### src/rtl/dlf_pkg.sv
`default_nettype none
// ============================================================================
//  Module   : dlf_pkg
//  Purpose  : Shared DLFloat16 constants, operand-pair type, loader FSM
//             state encoding and the operand sanitize helper.
//  Revision : 1.0  initial release
// ============================================================================
package dlf_pkg;

  localparam int DLF_W     = 16;
  localparam int DLF_EXP_W = 6;
  localparam int DLF_MAN_W = 9;
  localparam int DLF_BIAS  = 31;

  localparam logic [DLF_W-1:0] DLF_NAN = 16'hFFFF;

  typedef struct packed {
    logic [DLF_W-1:0] a;
    logic [DLF_W-1:0] b;
    logic             last;
  } dlf_pair_t;

  typedef enum logic [1:0] {
    ST_A_HI = 2'd0,
    ST_A_LO = 2'd1,
    ST_B_HI = 2'd2,
    ST_B_LO = 2'd3
  } dlf_ld_state_t;

  // Flush denormals to +0 and collapse every non-canonical all-ones-exponent
  // encoding onto the single NaN pattern the MAC understands.
  function automatic logic [DLF_W-1:0] dlf_sanitize(input logic [DLF_W-1:0] op);
    logic [DLF_EXP_W-1:0] w_exp;
    logic [DLF_MAN_W-1:0] w_man;
    logic [DLF_W-1:0]     w_res;
    w_exp = op[DLF_W-2 -: DLF_EXP_W];
    w_man = op[DLF_MAN_W-1:0];
    w_res = op;
    if (op == DLF_NAN) begin
      w_res = op;
    end else if ((w_exp == '0) && (w_man != '0)) begin
      w_res = '0;
    end else if ((w_exp == '1) && (w_man != '1)) begin
      w_res = DLF_NAN;
    end
    return w_res;
  endfunction

endpackage
`default_nettype wire

### src/rtl/dlf_pair_fifo.sv
`default_nettype none
// ============================================================================
//  Module   : dlf_pair_fifo
//  Purpose  : Synchronous FIFO of DLFloat16 operand pairs with occupancy
//             level; the head entry is presented combinationally.
//  Revision : 1.0  initial release
// ============================================================================
module dlf_pair_fifo
  import dlf_pkg::*;
#(
  parameter int DEPTH = 4
) (
  input  logic                     clk,
  input  logic                     rst_n,
  input  logic                     push,
  input  dlf_pair_t                push_data,
  input  logic                     pop,
  output dlf_pair_t                head,
  output logic                     full,
  output logic                     empty,
  output logic [$clog2(DEPTH):0]   level
);

  localparam int                 c_PTR_W      = $clog2(DEPTH);
  localparam logic [c_PTR_W:0]   c_FULL_LEVEL = (c_PTR_W+1)'(DEPTH);

  dlf_pair_t            r_mem [DEPTH];
  logic [c_PTR_W-1:0]   r_wr_ptr;
  logic [c_PTR_W-1:0]   r_rd_ptr;
  logic [c_PTR_W:0]     r_level;
  logic                 w_push_en;
  logic                 w_pop_en;

  assign full      = (r_level == c_FULL_LEVEL);
  assign empty     = (r_level == '0);
  assign level     = r_level;
  assign head      = r_mem[r_rd_ptr];
  assign w_push_en = push && !full;
  assign w_pop_en  = pop && !empty;

  // Storage and pointers; memory is cleared so the head reads zero after reset.
  always_ff @(posedge clk or negedge rst_n) begin
    if (!rst_n) begin
      for (int i = 0; i < DEPTH; i++) begin
        r_mem[i] <= '0;
      end
      r_wr_ptr <= '0;
      r_rd_ptr <= '0;
      r_level  <= '0;
    end else begin
      if (w_push_en) begin
        r_mem[r_wr_ptr] <= push_data;
        r_wr_ptr        <= r_wr_ptr + 1'b1;
      end
      if (w_pop_en) begin
        r_rd_ptr <= r_rd_ptr + 1'b1;
      end
      if (w_push_en && !w_pop_en) begin
        r_level <= r_level + 1'b1;
      end else if (w_pop_en && !w_push_en) begin
        r_level <= r_level - 1'b1;
      end
    end
  end

endmodule
`default_nettype wire

### src/rtl/dlfloat_operand_loader.sv
`default_nettype none
// ============================================================================
//  Module   : dlfloat_operand_loader
//  Purpose  : Assembles byte-serial operands (A_HI, A_LO, B_HI, B_LO) into
//             DLFloat16 operand pairs and queues them for the MAC.
//  Options  : DLF_LOADER_SANITIZE_EN - rewrite denormal / non-canonical NaN
//             operands on push.
//  Revision : 1.0  initial release
// ============================================================================
module dlfloat_operand_loader
  import dlf_pkg::*;
#(
  parameter int DEPTH = 4
) (
  input  logic                     clk,
  input  logic                     rst_n,
  input  logic [7:0]               in_data,
  input  logic                     in_valid,
  input  logic                     in_last,
  output logic                     in_ready,
  output logic [DLF_W-1:0]         out_a,
  output logic [DLF_W-1:0]         out_b,
  output logic                     out_last,
  output logic                     out_valid,
  input  logic                     out_ready,
  output logic [$clog2(DEPTH):0]   level,
  output logic                     err_frame
);

  dlf_ld_state_t    r_state;
  logic [DLF_W-1:0] r_a_q;
  logic [7:0]       r_b_hi;
  logic             r_err_frame;

  logic             w_full;
  logic             w_empty;
  logic             w_accept;
  logic             w_frame_err;
  logic             w_push;
  logic [DLF_W-1:0] w_b_full;
  dlf_pair_t        w_push_pair;
  dlf_pair_t        w_head;

  // Only the closing byte can stall: it is the one that needs a FIFO slot.
  assign in_ready    = (r_state != ST_B_LO) || !w_full;
  assign w_accept    = in_valid && in_ready;
  assign w_frame_err = w_accept && in_last && (r_state != ST_B_LO);
  assign w_push      = w_accept && (r_state == ST_B_LO);
  assign w_b_full    = {r_b_hi, in_data};

`ifdef DLF_LOADER_SANITIZE_EN
  assign w_push_pair.a    = dlf_sanitize(r_a_q);
  assign w_push_pair.b    = dlf_sanitize(w_b_full);
`else
  assign w_push_pair.a    = r_a_q;
  assign w_push_pair.b    = w_b_full;
`endif
  assign w_push_pair.last = in_last;

  // Assembly FSM: one state per accepted byte; a misplaced last tag aborts the pair.
  always_ff @(posedge clk or negedge rst_n) begin
    if (!rst_n) begin
      r_state     <= ST_A_HI;
      r_a_q       <= '0;
      r_b_hi      <= '0;
      r_err_frame <= 1'b0;
    end else if (w_accept) begin
      if (w_frame_err) begin
        r_state     <= ST_A_HI;
        r_err_frame <= 1'b1;
      end else begin
        case (r_state)
          ST_A_HI: begin
            r_a_q[15:8] <= in_data;
            r_state     <= ST_A_LO;
          end
          ST_A_LO: begin
            r_a_q[7:0]  <= in_data;
            r_state     <= ST_B_HI;
          end
          ST_B_HI: begin
            r_b_hi      <= in_data;
            r_state     <= ST_B_LO;
          end
          default: begin
            r_state     <= ST_A_HI;
          end
        endcase
      end
    end
  end

  dlf_pair_fifo #(
    .DEPTH (DEPTH)
  ) u_fifo (
    .clk       (clk),
    .rst_n     (rst_n),
    .push      (w_push),
    .push_data (w_push_pair),
    .pop       (out_ready),
    .head      (w_head),
    .full      (w_full),
    .empty     (w_empty),
    .level     (level)
  );

  assign out_valid = !w_empty;
  assign out_a     = w_head.a;
  assign out_b     = w_head.b;
  assign out_last  = w_head.last;
  assign err_frame = r_err_frame;

endmodule
`default_nettype wire

### config.mk
export PLATFORM = sky130hd
export DESIGN_NAME = dlfloat_operand_loader
export DESIGN_NICKNAME = d
export VERILOG_FILES = /design/src/rtl/dlf_pkg.sv /design/src/rtl/dlf_pair_fifo.sv /design/src/rtl/dlfloat_operand_loader.sv
export SDC_FILE = /design/constraint.sdc
export NUM_CORES = 1
export LEC_CHECK = 0
export ABC_AREA = 1
export CAP_MARGIN = 20
export CORE_MARGIN = 3
export CORE_UTILIZATION = 45
export CTS_CLUSTER_SIZE = 28
export DETAILED_ROUTE_END_ITERATION = 10
export REMOVE_ABC_BUFFERS = 1
export SETUP_SLACK_MARGIN = 0.4
export SKIP_CTS_REPAIR_TIMING = 1
export SLEW_MARGIN = 20
export SYNTH_ARGS = -nofsm -noshare
export SYNTH_HDL_FRONTEND = slang
export SYNTH_HIERARCHICAL = 1
export SYNTH_SLANG_ARGS = --single-unit
### constraint.sdc
create_clock -name clk -period 7.03 [get_ports clk]
set_input_delay 1.7575 -clock clk [delete_from_list [all_inputs] [get_ports clk]]
set_output_delay 1.7575 -clock clk [all_outputs]
set_load 0.005 [all_outputs]
Word-level counts from Yosys, hierarchy flattened --
Cells that the tools add are included.
Operators by class: add/subtract/negate cells 4, multipliers 0, div/mod/pow operators 0, magnitude comparators 3, equal/unequal tests 5, shift-type cells 0, muxes and demuxes 10, bitwise operators 3, reduce and logical (&&, ||, !) cells 21
Operator list (number):
- bitwise mux 132 bit | 1
- 2-to-1 mux 33 bit | 3
- binary-select mux 33 bit (select 2 bit) | 1
- demux 33 bit (select 2 bit) | 1
- logical AND 1 bit | 9
- AND reduction 3 bit | 3
- greater-or-equal comparator 3 bit, second input constant | 2
- 2-to-1 mux 3 bit | 2
- inverter 2 -> 3 bit | 2
- case mux 2 bit (3 select lines) | 1
- adder 2 x 1 -> 2 bit, second input constant | 2
- equality test 2 bit, second input constant | 2
- zero test 1 bit | 4
- adder 3 x 1 -> 3 bit, second input constant | 1
- equality test 3 bit, second input constant | 1
- zero test 3 bit | 1
- less-than comparator 3 x 1 -> 1 bit, second input constant | 1
- subtractor 3 x 1 -> 3 bit, second input constant | 1
- equality test 2 x 1 -> 1 bit, second input constant | 1
- zero test 2 bit | 1
- 2-to-1 mux 2 bit | 1
- inequality test 2 bit, second input constant | 1
- AND reduction 2 bit | 1
- nonzero test 2 bit | 1
- 2 further kinds | 2
Word-level totals: bits in registers 166, latch bits 0, RAM bits 0, bits in read-only memories 0, input bits 13, output and inout bits 39, word-level logic and storage cells 66, memories 0

Logic depth before layout (Yosys ltp) --
depth in word-level cells 10, gate-level depth with buffers 22

Modules after synthesis --
The synthesis kept the hierarchy.
By module, submodules not included:
- dlf_pair_fifo | instances 1, cells an instance 864, area each 6859.1 um2, seq. area each 3478.3 um2
- dlfloat_operand_loader | instances 1, cells an instance 132, area each 1305.0 um2, seq. area each 675.6 um2

Worst setup path after synthesis --
Ideal clock, no wire load.
path kind input to register, start point input port in_valid, end point register u_fifo.r_level[2], in the netlist u_fifo/level[2], library setup time 117 ps, arrival time 3503 ps, required time 6913 ps, setup slack 3410 ps, stages on the path 16, path buffers 3, cells stage by stage inv_1 > a21oi_4 > clkbuf_8 > nand2_1 > inv_1 > buf_4 > buf_4 > nand2_1 > inv_1 > ha_1 > inv_1 > fa_1 > nand2_1 > nand3_1 > nand2_1 > nand2_1
On the way: longest elaborated chain between the ends 6
RTL lines:
- start: declaration | line dlfloat_operand_loader.sv:18 | input logic in_valid,
- logical AND 1 bit (*) | line dlfloat_operand_loader.sv:46 | assign w_accept = in_valid && in_ready;
- logical AND 1 bit (*) | line dlfloat_operand_loader.sv:48 | assign w_push = w_accept && (r_state == ST_B_LO);
- named net w_push | line dlfloat_operand_loader.sv:39 | logic w_push;
- logical AND 1 bit (*) | line dlf_pair_fifo.sv:38 | assign w_push_en = push && !full;
- named net u_fifo.w_push_en | line dlf_pair_fifo.sv:31 | logic w_push_en;
- zero test 1 bit | line dlf_pair_fifo.sv:60 | end else if (w_pop_en && !w_push_en) begin
- logical AND 1 bit | line dlf_pair_fifo.sv:60
- nonzero test 2 bit (no source line)
- end signal: assignment | line dlf_pair_fifo.sv:59 | r_level <= r_level + 1'b1;
- end signal: assignment | line dlf_pair_fifo.sv:61 | r_level <= r_level - 1'b1;
- end: declaration | line dlf_pair_fifo.sv:30 | logic [c_PTR_W:0] r_level;
The timed path passes the listed nets; every way through them passes the cells marked *. A chain may end at the register's enable or synchronous reset.

Worst setup path after layout --
start point register u_fifo.r_rd_ptr[0], end point output port out_b[4]
On the way: longest elaborated chain between the ends 4
RTL lines:
- start: declaration | line dlf_pair_fifo.sv:29 | logic [c_PTR_W-1:0] r_rd_ptr;
- start signal: assignment | line dlf_pair_fifo.sv:56 | r_rd_ptr <= r_rd_ptr + 1'b1;
- inverter 2 -> 3 bit (not written as such) | line dlf_pair_fifo.sv:37 | assign head = r_mem[r_rd_ptr];
- binary-select mux 33 bit (select 2 bit) | line dlf_pair_fifo.sv:37
- 2-to-1 mux 33 bit (not written as such) (2 in a row) | line dlf_pair_fifo.sv:37
- end: declaration | line dlfloat_operand_loader.sv:22 | output logic [DLF_W-1:0] out_b,
No other way between the ends. The select of a mux whose other input is x is not followed.

==> implementation parameters <==
Parameter                              Value

Status
  Run status    finished clean

Worst setup path
  Instance count on the critical path    5
  Largest delay share family, worst path    buffers and inverters
  Critical path data required time    5.27 ns
  Crit Path Category    flip-flop to output pin
  Arrival @ worst endpoint    3.56 ns
  Slowest stage delay, CP    1.01 ns
  Cell-by-cell trace of the critical path    buf_4, clkinv_2, o21ai_0, o21ai_0, clkdlybuf4s50_1
  Max FO, Critical Path    69
  Critical path launch point type    flip-flop
  CP endpoint kind    output pin
  Worst reg2reg startpoint    r_state[0]
  Worst setup path startpoint    u_fifo/r_rd_ptr[0]
  Most numerous cell on the critical path    sky130_fd_sc_hd__o21ai_0
  Number of buffer and inverter instances along the worst setup path    3
  Cell with the largest stage delay on the worst path    sky130_fd_sc_hd__clkinv_2
  Depth of the most critical reg-to-reg path    15

Floorplan
  Die extent in x    141 um
  Total I/O pin count    52
  Die Footprint    19800 um2
  Height of the die    141 um
  Number of cell rows    48
  Initial Utilization    46.6%
  Area of the placeable core    17500 um2

Power and ir drop
  Pwr dens    456 nW/um2
  Total leakage power    4.61 nW
  Largest voltage drop on the vdd net    232 uV
  Total Power    0.00416 W

STA
  Pin slew with the least headroom to its limit    0.961 ns
  Clock period minus worst slack    5.32 ns
  Minimum hold slack    0.464 ns
  Final setup fails    0
  Final TNS setup    0 ns
  Unrepaired setup endpoints after global routing    false
  Achievable frequency    0.188 GHz
  Largest clock skew in the final design    0.0115 ns
  Count of pins over their slew limit    0
  Worst Setup Slack, final    1.71 ns
  Final Cycle Share    75.6%
  Tightest slew margin relative to the limit    35.9%
  Number of endpoints with negative hold slack in the final report    0

Layout
  Area growth from synthesis to final layout    11.8%
  Number of nets in the final layout    1017
  Fraction of final layout cells sized beyond drive strength 1    5.86%
  Fill cell count    1710
  Total area of sequential cells    4160 um2
  Area of combinational cells with multiple inputs    3400 um2
  Final cell utilization of the core    52.1%
  Antenna diode count    0

Logic synthesis
  Sequential fraction of the synthesis area    50.9%
  Unique masters post-synth    24
  Mean Syn Cell Area    8.20 um2
  Post-synthesis instance total    996
  Yosys Warn Count    6
  Cell area after technology mapping    8160 um2
  Count of state elements after synthesis    166

CTS
  CTS tree    done
  Worst skew pair latency    0.42 ns
  TritonCTS buffer count    17
  Post-CTS clock slew at the launch and capture registers of the worst setup and hold paths    0.06 ns
  Clk Tree Root Cell    sky130_fd_sc_hd__clkbuf_16
  Maximum clock insertion buffer count    2
  CTS Sinks    166
  H-tree levels    4

Placed design
  Final weighted congestion of routability-driven global placement    0.772
  Count of buffers from port buffering    51
  Placed wire-length estimate after detailed placement    12100 um
  Setup slack at placement    2.06 ns

Global route
  Total gr overflow    0
  Number of global-route vias before repair    6589
  Global-route wire length before repair    35900 um
  Initial antenna violation count    0
  Met1 Usage GRT    32.9%
  Fraction of met3 tracks used by global routing    3.63%
  Most heavily used metal layer in global routing    met2
  Largest net degree at the start of global routing    90
  Global routing usage summed across all routing layers    22.5%
  Fraction of met2 tracks used by global routing    35.8%

Hold path
  Worst min-delay path category    flip-flop to flip-flop
  Worst hold path cell count    2
  Worst min-delay path startpoint    u_fifo/r_mem[31]

Detailed routing
  Detailed-route via count    6937
  DRC Markers    0
  WL final    21900 um
  Number of detailed-route iterations in the first pass    5
  Via-per-instance ratio    5.63
  Average wire length per cell after detail routing    17.8 um
  DRC marker count from the first detailed-route iteration    762
  Number of antenna-violating nets in the routed design    0

Run
  Count of max-cap constraint violations    0
==> report_power, final <==
part | internal (W) | switching [W]
Clock | 0.000549 | 0.000379
Sequential | 0.00130 | 0.000256
Combinational | 0.000659 | 0.00102
Total | 0.00251 | 0.00165
==> per-layer routing <==
| layer | share of wire (%) | wire length [um] |
|---|---|---|
| met1 | 48 | 10500 |
| met2 | 47 | 10300 |
| met3 | 4.4 | 970 |
| met5 | 0 | 0 |
| met4 | 0.72 | 159 |
==> sequential cells by signal, indices dropped and copies added (netlist names) <==
name	cells
u_fifo/r_rd_ptr	2
r_b_hi	8
u_fifo/level	3
u_fifo/r_wr_ptr	2
u_fifo/r_mem	132
err_frame	1
r_state	2
r_a_q	16
==> worst min-delay path, stage by stage, from the launching register on <==
cell	delay, ns
sky130_fd_sc_hd__dfrtp_1	0.33
sky130_fd_sc_hd__nand2_1	0.05
sky130_fd_sc_hd__nand2_1	0.05
==> synthesized netlist by cell type <==
cell type / instances / share of area [%]
sky130_fd_sc_hd__nand2_2: 1 / 0.077
sky130_fd_sc_hd__inv_2: 2 / 0.092
sky130_fd_sc_hd__nand3_1: 10 / 0.61
sky130_fd_sc_hd__xnor2_1: 1 / 0.11
sky130_fd_sc_hd__inv_1: 17 / 0.78
sky130_fd_sc_hd__o21ai_1: 10 / 0.61
sky130_fd_sc_hd__dfrtp_1: 166 / 51
sky130_fd_sc_hd__clkbuf_1: 23 / 1.1
sky130_fd_sc_hd__nand2_1: 338 / 16
sky130_fd_sc_hd__nor2_1: 99 / 4.6
sky130_fd_sc_hd__buf_6: 10 / 1.4
sky130_fd_sc_hd__a21oi_4: 1 / 0.20
sky130_fd_sc_hd__buf_2: 37 / 2.3
sky130_fd_sc_hd__buf_4: 6 / 0.55
sky130_fd_sc_hd__nand3_4: 2 / 0.43
sky130_fd_sc_hd__buf_12: 2 / 0.49
sky130_fd_sc_hd__nand3_2: 2 / 0.25
sky130_fd_sc_hd__nor2_2: 1 / 0.077
sky130_fd_sc_hd__o21ai_0: 90 / 5.5
sky130_fd_sc_hd__clkbuf_8: 3 / 0.51
sky130_fd_sc_hd__nand4_1: 157 / 12
sky130_fd_sc_hd__buf_1: 8 / 0.37
sky130_fd_sc_hd__ha_1: 9 / 1.4
sky130_fd_sc_hd__fa_1: 1 / 0.25
==> through the flow <==
step	instance area [um2]	std cells
after floorplan	7620	907
after global placement	8550	1200
after detailed placement	8550	1200
after CTS	9130	1232
after global routing	9130	1232
final	9130	1232
==> final timing paths <==
| check | end | slack [ns] |
|---|---|---|
| worst max-delay path | out_b[4] | 1.71 |
| worst min-delay path | u_fifo/r_mem[31] | 0.46 |
| worst max register to register | u_fifo/level[2] | 3.61 |
| worst min register to register | u_fifo/r_mem[31] | 0.46 |
| max in group asynchronous | u_fifo/r_mem[6] | 4.56 |
| min in group asynchronous | u_fifo/r_rd_ptr[0] | 1.29 |
==> cells by family (layout without fill, tap and decap cells) <==
logic type	Yosys count	count (layout)	synth area share (%)
and+or+nand+nor	610	610	33.6
adders and majority gates	10	10	1.62
AOI/OAI and AO/OA	101	101	6.33
xor gates and xnor gates	1	1	0.107
buffers and inverters	108	119	7.49
DFF	166	166	50.9
==> layout make-up <==
cell class	instances	area share, %
well taps	225	3.08
inverters	19	0.808
repair buffers	68	7.00
multi-input cells	722	37.3
clock inverters	9	1.10
flip-flops and latches	166	45.5
clock buffers	23	5.23
==> layout by cell type (no fill, tap or decap) <==
cell type and count:
sky130_fd_sc_hd__nand2_4 1, sky130_fd_sc_hd__inv_2 2, sky130_fd_sc_hd__buf_6 1, sky130_fd_sc_hd__fa_1 1, sky130_fd_sc_hd__buf_4 17, sky130_fd_sc_hd__dfrtp_1 165, sky130_fd_sc_hd__clkbuf_8 3, sky130_fd_sc_hd__clkinv_2 7
sky130_fd_sc_hd__ha_1 9, sky130_fd_sc_hd__xnor2_1 1, sky130_fd_sc_hd__nor2_2 1, sky130_fd_sc_hd__o21ai_0 90, sky130_fd_sc_hd__nand3_4 2, sky130_fd_sc_hd__a21oi_4 1, sky130_fd_sc_hd__inv_1 15, sky130_fd_sc_hd__nand4_1 157
sky130_fd_sc_hd__clkbuf_1 3, sky130_fd_sc_hd__nand3_1 10, sky130_fd_sc_hd__o21ai_1 10, sky130_fd_sc_hd__clkinvlp_4 2, sky130_fd_sc_hd__nor2_1 99, sky130_fd_sc_hd__nand3_2 2, sky130_fd_sc_hd__dfrtp_2 1, sky130_fd_sc_hd__clkbuf_16 17
sky130_fd_sc_hd__nand2_1 338, sky130_fd_sc_hd__bufinv_16 2, sky130_fd_sc_hd__clkdlybuf4s50_1 50
Power figures use the tool's default switching activity.
